<file path="src/rtl/serial_bus_master.sv">
// Serial bus master: arbitrates for the shared bus, shifts out a mode/address/data
// frame, then waits for a write acknowledge or collects an 8-bit read response.
module serial_bus_master #(
    parameter int ADDR_WIDTH  = 2,
    parameter int ACK_TIMEOUT = 16,
    parameter int MAX_RETRY   = 3
) (
    input  logic                  clk,
    input  logic                  reset,
    input  logic [1:0]            instruction,
    input  logic [7:0]            data_in,
    input  logic [ADDR_WIDTH-1:0] target_addr,
    output logic                  tx_done,
    output logic                  tx_err,
    output logic [7:0]            rx_data,
    output logic                  rx_valid,
    output logic                  bus_req,
    input  logic                  bus_grant,
    output logic                  m_dout,
    output logic                  m_dvalid,
    input  logic                  m_din,
    input  logic                  s_dvalid,
    input  logic                  m_ack
);

    localparam int FRAME_W = 1 + ADDR_WIDTH + 8;
    localparam int RD_W    = 1 + ADDR_WIDTH;
    localparam int BW      = $clog2(FRAME_W + 1);
    localparam int TW      = $clog2(ACK_TIMEOUT + 1);
    localparam int RW      = $clog2(MAX_RETRY + 1);

    localparam logic [BW-1:0] LAST_WR = BW'(FRAME_W - 1);
    localparam logic [BW-1:0] LAST_RD = BW'(RD_W - 1);
    localparam logic [BW-1:0] LAST_RX = BW'(7);

    typedef enum logic [2:0] {
        IDLE, REQ, SHIFT, WAIT_ACK, RDATA, DONE, REARM
    } state_t;

    state_t                  state_q, state_d;
    logic                    wr_q, wr_d;
    logic [ADDR_WIDTH-1:0]   addr_q, addr_d;
    logic [7:0]              data_q, data_d;
    logic [FRAME_W-1:0]      frame_q, frame_d;
    logic [BW-1:0]           bcnt_q, bcnt_d;
    logic [TW-1:0]           tmo_q, tmo_d, tmo_nx;
    logic [RW-1:0]           retry_q, retry_d, retry_nx;
    logic                    err_q, err_d;
    logic                    gap_q, gap_d;
    logic                    got_q, got_d;
    logic [6:0]              rxsh_q, rxsh_d;
    logic [7:0]              rx_data_q, rx_data_d;
    logic                    fail;
    logic                    last_bit;

    always_ff @(posedge clk or posedge reset) begin
        if (reset) begin
            state_q   <= IDLE;
            wr_q      <= 1'b0;
            addr_q    <= '0;
            data_q    <= '0;
            frame_q   <= '0;
            bcnt_q    <= '0;
            tmo_q     <= '0;
            retry_q   <= '0;
            err_q     <= 1'b0;
            gap_q     <= 1'b0;
            got_q     <= 1'b0;
            rxsh_q    <= '0;
            rx_data_q <= '0;
        end else begin
            state_q   <= state_d;
            wr_q      <= wr_d;
            addr_q    <= addr_d;
            data_q    <= data_d;
            frame_q   <= frame_d;
            bcnt_q    <= bcnt_d;
            tmo_q     <= tmo_d;
            retry_q   <= retry_d;
            err_q     <= err_d;
            gap_q     <= gap_d;
            got_q     <= got_d;
            rxsh_q    <= rxsh_d;
            rx_data_q <= rx_data_d;
        end
    end

    assign tmo_nx   = tmo_q + 1'b1;
    assign retry_nx = retry_q + 1'b1;
    assign last_bit = (bcnt_q == (wr_q ? LAST_WR : LAST_RD));

    always_comb begin
        state_d   = state_q;
        wr_d      = wr_q;
        addr_d    = addr_q;
        data_d    = data_q;
        frame_d   = frame_q;
        bcnt_d    = bcnt_q;
        tmo_d     = tmo_q;
        retry_d   = retry_q;
        err_d     = err_q;
        gap_d     = gap_q;
        got_d     = got_q;
        rxsh_d    = rxsh_q;
        rx_data_d = rx_data_q;
        fail      = 1'b0;

        case (state_q)
            IDLE: begin
                if (instruction == 2'b10 || instruction == 2'b01) begin
                    wr_d    = (instruction == 2'b10);
                    addr_d  = target_addr;
                    data_d  = data_in;
                    retry_d = '0;
                    err_d   = 1'b0;
                    gap_d   = 1'b0;
                    state_d = REQ;
                end
            end
            REQ: begin
                // gap_q holds bus_req low for the single cycle after a failed attempt
                if (gap_q) begin
                    gap_d = 1'b0;
                end else if (bus_grant) begin
                    frame_d = {wr_q, addr_q, data_q};
                    bcnt_d  = '0;
                    state_d = SHIFT;
                end
            end
            SHIFT: begin
                if (!bus_grant) begin
                    fail = 1'b1;
                end else if (last_bit) begin
                    bcnt_d  = '0;
                    tmo_d   = '0;
                    got_d   = 1'b0;
                    rxsh_d  = '0;
                    state_d = wr_q ? WAIT_ACK : RDATA;
                end else begin
                    frame_d = frame_q << 1;
                    bcnt_d  = bcnt_q + 1'b1;
                end
            end
            WAIT_ACK: begin
                if (!bus_grant) begin
                    fail = 1'b1;
                end else if (m_ack) begin
                    state_d = DONE;
                end else begin
                    tmo_d = tmo_nx;
                    if (tmo_nx == TW'(ACK_TIMEOUT)) fail = 1'b1;
                end
            end
            RDATA: begin
                if (!bus_grant) begin
                    fail = 1'b1;
                end else if (s_dvalid) begin
                    rxsh_d = {rxsh_q[5:0], m_din};
                    got_d  = 1'b1;
                    bcnt_d = bcnt_q + 1'b1;
                    if (bcnt_q == LAST_RX) begin
                        rx_data_d = {rxsh_q, m_din};
                        state_d   = DONE;
                    end
                end else if (!got_q) begin
                    tmo_d = tmo_nx;
                    if (tmo_nx == TW'(ACK_TIMEOUT)) fail = 1'b1;
                end
            end
            DONE:  state_d = REARM;
            REARM: if (instruction == 2'b00) state_d = IDLE;
            default: state_d = IDLE;
        endcase

        if (fail) begin
            retry_d = retry_nx;
            rxsh_d  = '0;
            got_d   = 1'b0;
            bcnt_d  = '0;
            if (retry_nx == RW'(MAX_RETRY)) begin
                err_d   = 1'b1;
                state_d = DONE;
            end else begin
                gap_d   = 1'b1;
                state_d = REQ;
            end
        end
    end

    // Outputs decode from registered state so reset clears them without waiting for a clock.
    assign bus_req  = (state_q == REQ && !gap_q) || state_q == SHIFT ||
                      state_q == WAIT_ACK || state_q == RDATA;
    assign m_dvalid = (state_q == SHIFT) && bus_grant;
    assign m_dout   = m_dvalid & frame_q[FRAME_W-1];
    assign tx_done  = (state_q == DONE);
    assign tx_err   = (state_q == DONE) && err_q;
    assign rx_valid = (state_q == DONE) && !err_q && !wr_q;
    assign rx_data  = rx_data_q;

endmodule

</file>
<file path="config.mk">
export PLATFORM = sky130hd
export DESIGN_NAME = serial_bus_master
export DESIGN_NICKNAME = d
export VERILOG_FILES = /design/src/rtl/serial_bus_master.sv
export SDC_FILE = /design/constraint.sdc
export NUM_CORES = 1
export LEC_CHECK = 0
export ABC_CLOCK_PERIOD_IN_PS = 4200
export BUFFER_PORTS_ARGS = -buffer_cell sky130_fd_sc_hd__buf_2
export CORE_MARGIN = 2
export CORE_UTILIZATION = 45
export CTS_CLUSTER_DIAMETER = 80
export DETAILED_ROUTE_END_ITERATION = 7
export SETUP_SLACK_MARGIN = 0.4
export SYNTH_ARGS = -nofsm -noshare
export SYNTH_HDL_FRONTEND = slang
export SYNTH_SLANG_ARGS = --single-unit
export TNS_END_PERCENT = 30
</file>
<file path="constraint.sdc">
create_clock -name clk -period 4.2 [get_ports clk]
set_input_delay 0.84 -clock clk [delete_from_list [all_inputs] [get_ports clk]]
set_output_delay 0.84 -clock clk [all_outputs]
set_load 0.1 [all_outputs]
</file>
## Yosys cells after proc, flatten, opt, wreduce, memory -nomap -nowiden

Cells that the tools add are included.

| storage, ports and cells | value |
|---|---|
| register bits | 54 |
| bits in latches | 0 |
| RAM bits | 0 |
| bits in read-only memories | 0 |
| input bits | 18 |
| output and inout bits | 14 |
| logic and storage cells | 146 |
| memories | 0 |

| cells by class | value |
|---|---|
| add/sub/neg operators | 3 |
| multiply operators | 0 |
| div/mod/pow operators | 0 |
| order comparisons | 0 |
| eq/ne operators | 33 |
| shift-type cells | 0 |
| mux-type cells | 68 |
| bitwise operators | 1 |
| reductions and logical operators | 28 |

Operators by type and width:

| kind | number |
|---|---|
| $mux W11 | 4 |
| $mux W3 | 14 |
| $mux W5 | 7 |
| $mux W7 | 5 |
| $ne A3 B3 Y1 const B | 11 |
| $mux W4 | 8 |
| $pmux W11 S2 | 1 |
| $pmux W3 S7 | 1 |
| $ne A2 B2 Y1 const B | 10 |
| $mux W1 | 19 |
| $pmux W5 S3 | 1 |
| $pmux W7 S2 | 1 |
| $pmux W4 S3 | 1 |
| $reduce_and A11 Y1 | 1 |
| $reduce_and A5 Y1 | 2 |
| $eq A3 B3 Y1 const B | 3 |
| $reduce_and A8 Y1 | 1 |
| $eq A3 B2 Y1 const B | 2 |
| $mux W2 | 3 |
| $reduce_and A6 Y1 | 1 |
| $reduce_bool A2 Y1 | 3 |
| $reduce_bool A3 Y1 | 2 |
| $add A5 B1 Y5 const B | 1 |
| $eq A5 B5 Y1 const B | 1 |
| 18 further kinds | 30 |

## Longest topological paths before layout

Gate-level depths: netlist (run 1).

| logic depth | value |
|---|---|
| depth in word-level cells | 9 |
| depth in mapped cells | 8 |
| depth with buffers taken out | 7 |

## Worst setup path before layout (run 1)

Ideal clock, no wire load.

| path | value |
|---|---|
| path type | reg-to-output |
| from | reg state_q[1] |
| to | out rx_valid |
| arrival | 3.006 ns |
| required time | 3.360 ns |
| setup slack | 0.354 ns |
| cell stages (with the launch flop) | 5 |
| buffers on the path | 2 |
| path through | dfrtp_1 -> buf_4 -> clkbuf_1 -> nand3b_1 -> nor3_1 |

| on the way | value |
|---|---|
| cells in the longest elaborated chain, start to end | 3 |

Ends and longest elaborated chain:

| element | line | text |
|---|---|---|
| start: declaration | 40 | `state_t state_q, state_d;` |
| start signal: assignment | 72 | `state_q <= state_d;` |
| $eq A3 B3 Y1 | 197 | `assign rx_valid = (state_q == DONE) && !err_q && !wr_q;` |
| $logic_and A1 B1 Y1 (2 in series) | 197 |  |
| end: declaration | 16 | `output logic rx_valid,` |

Every way passes these cells.

## Worst setup path in the final report (run 1)

| path | value |
|---|---|
| from | reg state_q[1] |
| to | out m_dout |

| on the way | value |
|---|---|
| cells in the longest elaborated chain, start to end | 3 |

Ends and longest elaborated chain:

| element | line | text |
|---|---|---|
| $eq A3 B2 Y1 | 193 | `assign m_dvalid = (state_q == SHIFT) && bus_grant;` |
| $logic_and A1 B1 Y1 | 193 |  |
| $and A1 B1 Y1 | 194 | `assign m_dout = m_dvalid & frame_q[FRAME_W-1];` |
| end: declaration | 19 | `output logic m_dout,` |

Every way passes these cells.

==> results by group, run 1 <==
GRT
  – Global-route wire length before repair: 9.16 mm
  – Largest net degree at the start of global routing: 29
  – Total Routing Usage GR: 17.8%
  – Vias in the first global route: 1917
  – Antenna violations before repair: 0
  – GRT overflow: 0

STA
  – Worst-Margin Slew: 0.727 ns
  – Setup TNS: 0 ns
  – Rel. slew slack: 51.6%
  – Endpoints failing hold: 0
  – Fin crit share: 71.9%
  – Fin crit period: 3.02 ns
  – Clock skew: 0.00964 ns
  – Unrepaired setup endpoints after global routing: false
  – Final setup fails: 0
  – Achievable frequency: 331 MHz
  – Final-report max-slew violation count: 0
  – Final hold slack: 0.482 ns

Routing
  – Average vias per placed instance: 5.37
  – DRC Markers: 0
  – DR pass1 iterations: 4
  – 1st-iter DRT viols: 60
  – Remaining antenna violation count after routing: 0
  – DR WL/cell: 13.7 µm
  – Vias: 2083
  – Routed wire length: 5.31 mm

Placed design
  – Hpwl dp: 3.74 mm
  – PortBufs: 31
  – Routability Congestion: 0.857
  – Placed cell count: 380

Floorplanning
  – Die width: 82.6 µm
  – Die H: 82.6 µm
  – Core Area: 5960 µm²
  – # rows: 28
  – IO Count: 32
  – Die ar.: 6820 µm²
  – Initial cell density of the core: 46.7%

Clocking
  – Clk slew on worst S/H paths: 0.09 ns
  – Clk root buf: clkbuf_8
  – TritonCTS clock tree: built
  – CTS Hold Buffers Added: 0
  – Clock Tree Buf Depth: 2
  – Total clock buffers created by CTS: 5
  – Worst-Skew Late Latency: 0.32 ns
  – Setup bufs post-CTS: 0
  – # H-tree levels: 2
  – CTS sink count: 54
  – Post-cts gate resize count: 0

Power
  – IR drop worst, VDD: 0.424 mV
  – P_leak: 1.56 nW
  – PwrDens: 615 nW/µm²

Critical path
  – Crit Path Category: flop to output port
  – Worst setup EP type: output port
  – Startpoint Class: flop
  – Max FO, Critical Path: 22
  – Required time worst endpoint: 3.36 ns
  – Data arrival, critical path: 2.18 ns

Cells and area
  – Area of the multi-input gates: 1340 µm²
  – Register Area: 1350 µm²
  – Post-route insts no fill: 388
  – Area grow syn2layout: 10.9%
  – Share of cells above drive strength 1: 19.8%
  – Fill cells: 573
  – NumNets Final: 337
  – Antenna diode count: 0

Synthesis
  – Average size of a mapped cell: 9.82 µm²
  – Sequential share of the synthesized area: 48.6%
  – Post-Syn Instances: 283
  – Number of synthesized register bits: 54
  – Count leader, synth: nand2_1
  – Synth Flop Type: dfrtp_1
  – Synthesized cell area: 2780 µm²
  – Asr flop ratio synth: 100%
  – YS warnings: 0
  – Top cell type by total area after synthesis: dfrtp_1
  – Post-synth EDFFs: 0
  – Syn Nets: 308
  – Area contributors post-synth: dfrtp_1 (49%), nand2_1 (8.4%), o21ai_0 (4.5%)
  – Share of the synthesized area in the top cell type: 48.6%
  – Yosys cell types: 49
  – Commonest cells post-synth: nand2_1 (62), dfrtp_1 (54), o21ai_0 (25)

Flow run
  – Max-cap violations: 0

Min path
  – Class of the worst hold path: flop to flop

Outcome
  – Status: finished, final reports clean
[state kept, by name, indices dropped and copies added, names as in the netlist]
signal	cells
data_q	8
tmo_q	5
rxsh_q	7
addr_q	2
state_q	3
frame_q	11
got_q	1
bcnt_q	4
rx_data	8
retry_q	2
wr_q	1
err_q	1
gap_q	1
[report_power, final]
group | leakage [nW] | switching, mW | internal (mW) | total [mW]
combinational | 0.799 | 0.503 | 0.280 | 0.783
sequential | 0.716 | 0.147 | 0.660 | 0.807
clock | 0.0491 | 0.185 | 0.123 | 0.308
total | 1.56 | 0.835 | 1.06 | 1.90
[layout make-up]
type	count	share of cell area [%]
timing repair buffer	33	5.52
tap	75	3.04
sequential	54	43.8
multi-input combinational	210	43.6
clock inverter	3	0.852
inverter	8	0.974
clock buffer	5	2.23
[stage by stage]
step / util, % / power (mW) / cell area (µm²) / worst slack, ns
6_report: 51.8 / 1.90 / 3080 / 1.18
5_1_grt: 51.8 / 2.07 / 3080 / 1.05
4_1_cts: 51.8 / 1.92 / 3080 / 1.18
3_5_place_dp: 50.2 / 1.61 / 2990 / 1.54
3_3_place_gp: 50.2 / 1.60 / 2990 / 1.54
2_1_floorplan: - / 1.46 / 2790 / 0.356
[worst paths after layout]
path / endpoint / slack, ns / start / depth (start not counted)
min in group asynchronous: rx_data[0] / 0.57 / reset / 2
worst min-delay path: frame_q[10] / 0.48 / frame_q[10] / 2
max in group asynchronous: frame_q[9] / 2.84 / reset / 3
worst max register to register: state_q[2] / 1.73 / state_q[1] / 5
worst max-delay path: m_dout / 1.18 / state_q[1] / 4
worst min register to register: frame_q[10] / 0.48 / frame_q[10] / 2
[kinds of logic after synthesis]
kind of cell / after synthesis / synth area share [%]
simple gates: 122 / 21.8
compound gates: 60 / 15.3
flops: 54 / 48.6
mux: 20 / 7.61
buf+inv: 19 / 3.24
fa+ha+maj: 7 / 3.15
xor+xnor: 1 / 0.315
[critical path, stage by stage (launching register included)]
cell and delay, ns:
dfrtp_1 0.77, and2b_1 0.34, and3_1 0.22, and2_1 0.12, buf_2 0.41
[layer usage]
metal  track usage (%)  wire length (µm)
met5                 0                 0
met2              27.2              2410
met3              3.26               183
met4              7.38               100
met1              25.1              2620
[cells in the final DEF, fill, tap and decap left out, types with 8 or more instances in the layout]
cell,Yosys,layout
nand2_1,62,62
dfrtp_1,54,54
buf_2,3,31
o21ai_0,25,24
nor2_1,16,16
mux2i_1,11,11
mux2_2,9,9
nand3_1,8,8
a22o_1,8,8
(Power assumes the default switching activity.)
==> run 2, diff against run 1 <==
- ABC_CLOCK_PERIOD_IN_PS: 4200 -> 2600
- PLACE_DENSITY: default -> 0.67
- clock period: 4.2 -> 2.6 ns (I/O delays scaled with it)
==> results by group, run 2 (synthesized netlist as in run 1, its figures left out) <==
Outcome
  – Status: finished, final reports clean

GRT
  – Largest net degree at the start of global routing: 55 (+90%)
  – GRT overflow: 0 (unchanged)
  – Most crowded layer after global routing: met2
  – Antenna violations before repair: 0 (unchanged)
  – GR met3 Demand/Resource: 3.80% (+0.54 points)
  – Global-route wire length before repair: 9.45 mm (+3.2%)
  – Total Routing Usage GR: 18.0% (+0.16 points)
  – GR Util met1: 24.0% (-1.1 points)
  – Routing usage on met2: 29.4% (+2.2 points)
  – Vias in the first global route: 2078 (+8.4%)

Cells and area
  – NumNets Final: 345 (+2.4%)
  – Final Util: 53.8% (+2.0 points)
  – Max reg flops: 11 (unchanged)
  – Commonest non-fill, non-tap cell in the layout: nand2_1
  – Area grow syn2layout: 15.2%
  – Top reg by flops: frame_q
  – Leading cell types in the layout, fill and taps excluded: nand2_1 (62), dfrtp_1 (51), buf_2 (26)
  – Share of cells above drive strength 1: 24.3% (+4.5 points)
  – Antenna diode count: 0 (unchanged)

STA
  – Setup TNS: 0 ns (unchanged)
  – Achievable frequency: 462 MHz
  – Worst-Margin Slew: 0.594 ns (-0.133 ns)
  – Final setup fails: 0 (unchanged)
  – Clock skew: 0.00730 ns (-0.00234 ns)
  – Final hold slack: 0.240 ns (-0.242 ns)
  – Rel. slew slack: 60.0% (+8.4 points)
  – Unrepaired setup endpoints after global routing: true
  – Final-report max-slew violation count: 0 (unchanged)
  – Endpoints failing hold: 0 (unchanged)
  – Fin crit share: 83.3%
  – Fin crit period: 2.16 ns

Placed design
  – Routability Congestion: 0.856 (about the same)
  – PortBufs: 31 (unchanged)
  – Hpwl dp: 3.68 mm (-1.7%)

Critical path
  – Crit Path Category: flop to output port
  – Required time worst endpoint: 2.08 ns (-1.28 ns)
  – Register-to-register setup slack: 0.50 ns (-1.23 ns)
  – Data arrival, critical path: 1.64 ns (-0.54 ns)
  – Reg2reg end: rxsh_q[5]
  – Startpoint Class: flop
  – Max FO, Critical Path: 11 (-50%)
  – Worst setup EP type: output port
  – Worst R2R Start: tmo_q[0]
  – Crit path launch: state_q[0]
  – Register-to-Register Path Depth: 6 (+1)

Clocking
  – Clk root buf: clkbuf_8
  – TritonCTS clock tree: built
  – CTS Hold Buffers Added: 0 (unchanged)
  – Clock Tree Buf Depth: 2 (unchanged)
  – Total clock buffers created by CTS: 5 (unchanged)
  – CTS sink count: 54 (unchanged)
  – Clk slew on worst S/H paths: 0.10 ns (about the same)
  – Worst-Skew Late Latency: 0.31 ns (about the same)
  – # H-tree levels: 2 (unchanged)

Floorplanning
  – # rows: 28 (unchanged)
  – Die H: 82.6 µm (unchanged)
  – Die width: 82.6 µm (unchanged)
  – IO Count: 32 (unchanged)
  – Die ar.: 6820 µm² (unchanged)
  – Core Area: 5960 µm² (unchanged)
  – Initial cell density of the core: 46.7% (unchanged)

Power
  – PwrDens: 1010 nW/µm² (+63%)
  – P_leak: 1.60 nW (+2.1%)
  – IR drop worst, VDD: 0.666 mV (+57%)
  – Total power: 3.22 mW (+70%)

Routing
  – Routed wire length: 5.41 mm (+1.9%)
  – Average vias per placed instance: 5.38 (+0.14%)
  – DRC Markers: 0 (unchanged)
  – DR WL/cell: 13.7 µm (-0.12%)
  – DR pass1 iterations: 4 (unchanged)
  – Vias: 2129 (+2.2%)
  – Remaining antenna violation count after routing: 0 (unchanged)
  – 1st-iter DRT viols: 66 (+10%)

Min path
  – Class of the worst hold path: input port to asynchronous set/reset pin

Flow run
  – Max-cap violations: 0 (unchanged)
[run 2: cell count changes in the layout (fill, tap and decap cells not counted), sizes merged]
| cell | before | now |
|---|---|---|
| buf | 33 | 40 |
| clkbuf | 5 | 7 |
| inv | 10 | 8 |
| clkinvlp | 0 | 1 |
[run 2: critical path: stages, from the launching register on]
cell and delay, ns:
dfrtp_2 0.50, or3b_2 0.52, o21ai_2 0.09, buf_6 0.24
[run 2: worst max-delay path by stage]
stage	cells after the start	to	slack, ns
2_1_floorplan	4	rx_valid	0.25
3_3_place_gp	4	m_dout	0.43
3_5_place_dp	4	m_dout	0.40
4_1_cts	3	tx_err	0.40
5_1_grt	3	bus_req	0.39
6_report	3	bus_req	0.44
[run 2: timing repair]
| action | CTS | global route |
|---|---|---|
| buffers inserted | 2 | 4 |
| setup endpoints to repair | 6 | 9 |
| resized for setup | 9 | 3 |
[run 2: routing by layer]
| metal | routed length, µm | vias up |
|---|---|---|
| met2 | 2530 | 32 |
| met3 | 167 | 5 |
| met4 | 70 | 0 |
| met1 | 2640 | 1031 |
| met5 | 0 | - |
| li1 | - | 1061 |
[run 2: where the power goes]
group | internal, mW | switching (mW) | total, mW | leakage [nW]
Clock | 0.196 | 0.285 | 0.481 | 0.0458
Combinational | 0.558 | 0.911 | 1.47 | 0.839
Sequential | 1.07 | 0.199 | 1.27 | 0.713
Total | 1.83 | 1.39 | 3.22 | 1.60
[run 2: final cells by class]
type	count	area, µm²
Clock buffer	6	72.6
Clock inverter	2	17.5
Fill cell	571	2750
Inverter	8	33.8
Multi-Input combinational cell	210	1370
Sequential cell	54	1360
Tap cell	75	93.8
Timing Repair Buffer	41	263
[run 2: through the flow]
| stage | cells | cell area [µm²] | setup WS, ns |
|---|---|---|---|
| 5_1_grt | 396 | 3200 | 0.386 |
| 2_1_floorplan | 283 | 2810 | 0.250 |
| 3_5_place_dp | 382 | 3040 | 0.403 |
| 6_report | 396 | 3200 | 0.435 |
| 3_3_place_gp | 382 | 3040 | 0.428 |
| 4_1_cts | 392 | 3160 | 0.402 |
==> run 3, diff against run 2 <==
- ABC_CLOCK_PERIOD_IN_PS: 2600 -> 2000
- PLACE_DENSITY: 0.67 -> default
- clock period: 2.6 -> 2 ns (I/O delays scaled with it)
==> results by group, run 3 (synthesized netlist as in run 1, its figures left out) <==
Floorplanning
  – Die H: 82.6 µm (unchanged)
  – Core Area: 5960 µm² (unchanged)
  – Die ar.: 6820 µm² (unchanged)
  – IO Count: 32 (unchanged)
  – Initial cell density of the core: 46.7% (unchanged)
  – Die width: 82.6 µm (unchanged)
  – # rows: 28 (unchanged)

STA
  – Fin crit share: 95.6%
  – Achievable frequency: 523 MHz
  – Unrepaired setup endpoints after global routing: true
  – Fin crit period: 1.91 ns
  – Rel. slew slack: 67.8% (+7.8 points)
  – Final setup fails: 0 (unchanged)
  – Worst setup margin: 0.0872 ns (-0.348 ns)
  – Endpoints failing hold: 0 (unchanged)
  – Clock skew: 0.00532 ns (-0.00197 ns)
  – Final-report max-slew violation count: 0 (unchanged)
  – Worst-Margin Slew: 0.486 ns (-0.108 ns)

Clocking
  – Clk slew on worst S/H paths: 0.09 ns (about the same)
  – CTS sink count: 54 (unchanged)
  – # H-tree levels: 2 (unchanged)
  – Clk root buf: clkbuf_8
  – Total clock buffers created by CTS: 5 (unchanged)
  – Clock Tree Buf Depth: 2 (unchanged)
  – TritonCTS clock tree: built
  – Worst-Skew Late Latency: 0.30 ns (about the same)

GRT
  – GRT overflow: 0 (unchanged)
  – Most crowded layer after global routing: met2
  – Vias in the first global route: 2160 (+3.9%)
  – Antenna violations before repair: 0 (unchanged)
  – Largest net degree at the start of global routing: 35 (-36%)
  – GR met3 Demand/Resource: 4.13% (+0.33 points)
  – Global-route wire length before repair: 10.0 mm (+5.8%)
  – GR Util met1: 26.0% (+2.0 points)
  – Total Routing Usage GR: 19.3% (+1.3 points)
  – Routing usage on met2: 31.5% (+2.1 points)

Cells and area
  – Post-route insts no fill: 420 (+6.1%)
  – Area grow syn2layout: 26.3%
  – Fill cells: 557 (-2.5%)
  – Leading cell types in the layout, fill and taps excluded: nand2_1 (62), dfrtp_1 (49), buf_4 (28)
  – Commonest non-fill, non-tap cell in the layout: nand2_1
  – Final Util: 59.0% (+5.2 points)
  – Top reg by flops: frame_q
  – Max reg flops: 11 (unchanged)
  – Final Cell Area: 3510 µm² (+9.7%)
  – Antenna diode count: 0 (unchanged)
  – NumNets Final: 370 (+7.2%)
  – Share of cells above drive strength 1: 32.2% (+7.9 points)

Outcome
  – Status: finished, final reports clean

Critical path
  – Required time worst endpoint: 1.60 ns (-0.48 ns)
  – Max FO, Critical Path: 7 (-4)
  – Crit Path Category: flop to output port
  – Worst setup EP type: output port
  – Startpoint Class: flop
  – Data arrival, critical path: 1.51 ns (-0.13 ns)

Power
  – IR drop worst, VDD: 1.14 mV (+72%)
  – PwrDens: 1320 nW/µm² (+31%)
  – P_leak: 1.74 nW (+9.0%)

Placed design
  – Routability Congestion: 0.829 (-3.2%)
  – PortBufs: 31 (unchanged)
  – Hpwl dp: 4.11 mm (+12%)
  – Pre-CTS setup slack: 0.115 ns (-0.289 ns)
  – Area post-placement: 3260 µm² (+7.2%)
  – Placed cell count: 395 (+3.4%)

Routing
  – 1st-iter DRT viols: 60 (-9.1%)
  – Average vias per placed instance: 5.40 (+0.44%)
  – DR WL/cell: 14.4 µm (+5.7%)
  – Remaining antenna violation count after routing: 0 (unchanged)
  – Routed wire length: 6.07 mm (+12%)
  – Vias: 2268 (+6.5%)
  – DR pass1 iterations: 4 (unchanged)
  – DRC Markers: 0 (unchanged)

Min path
  – Class of the worst hold path: input port to flop

Flow run
  – Max-cap violations: 0 (unchanged)
-- run 3: cell types whose count changed in the layout (fill, tap and decap cells not counted), sizes merged --
cell / before / now
inv: 8 / 7
clkbuf: 7 / 5
clkinv: 1 / 2
buf: 40 / 65
dlygate4sd3: 0 / 1
-- run 3: metal layers --
layer / vias to the layer above / part of all wire, %
met5: - / 0
met3: 7 / 3.7
li1: 1114 / -
met4: 0 / 1.3
met1: 1097 / 48
met2: 50 / 47
-- run 3: cell type report --
class,instances,area (µm²),area share [%]
Multi-Input combinational cell,210,1410,40.2
Sequential cell,54,1360,38.7
Timing Repair Buffer,66,536,15.2
Tap cell,75,93.8,2.67
Clock buffer,5,68.8,1.96
Inverter,8,33.8,0.962
Clock inverter,2,10.0,0.285
-- run 3: report_power, final --
part | internal [mW] | switching, mW | total (mW)
registers | 1.40 | 0.233 | 1.63
logic | 1.07 | 1.35 | 2.42
clock network | 0.236 | 0.347 | 0.583
total | 2.71 | 1.93 | 4.63
-- run 3: timing repair --
item	CTS	global route
hold endpoints to repair	1	0
hold buffers	1	0
endpoints found under the setup margin	60	60
pin swaps	8	4
gates resized for setup	11	6
setup buffers	16	1
-- run 3: worst paths after layout --
kind	end	from	depth (start not counted)	slack [ns]
max in group asynchronous	tmo_q[1]	reset	4	1.05
setup / recovery	bus_req	state_q[0]	3	0.09
hold reg to reg	data_q[4]	data_q[4]	2	0.48
min in group asynchronous	rx_data[0]	reset	3	0.51
hold / removal	addr_q[0]	target_addr[0]	3	0.28
setup reg to reg	bcnt_q[1]	state_q[0]	6	0.13
-- run 3: worst max-delay path: stages, from the launching register on --
cell and delay, ns:
dfrtp_2 0.49, or3b_4 0.44, o21ai_4 0.08, buf_12 0.19
-- run 3: through the flow --
stage	setup TNS (ns)	power, mW	hold slack [ns]
after global routing	0	4.95	0.276
after floorplan	-0.221	3.18	0.445
after detailed placement	0	3.75	0.287
after CTS	0	4.59	0.273
final	0	4.63	0.277
after global placement	0	3.70	0.284
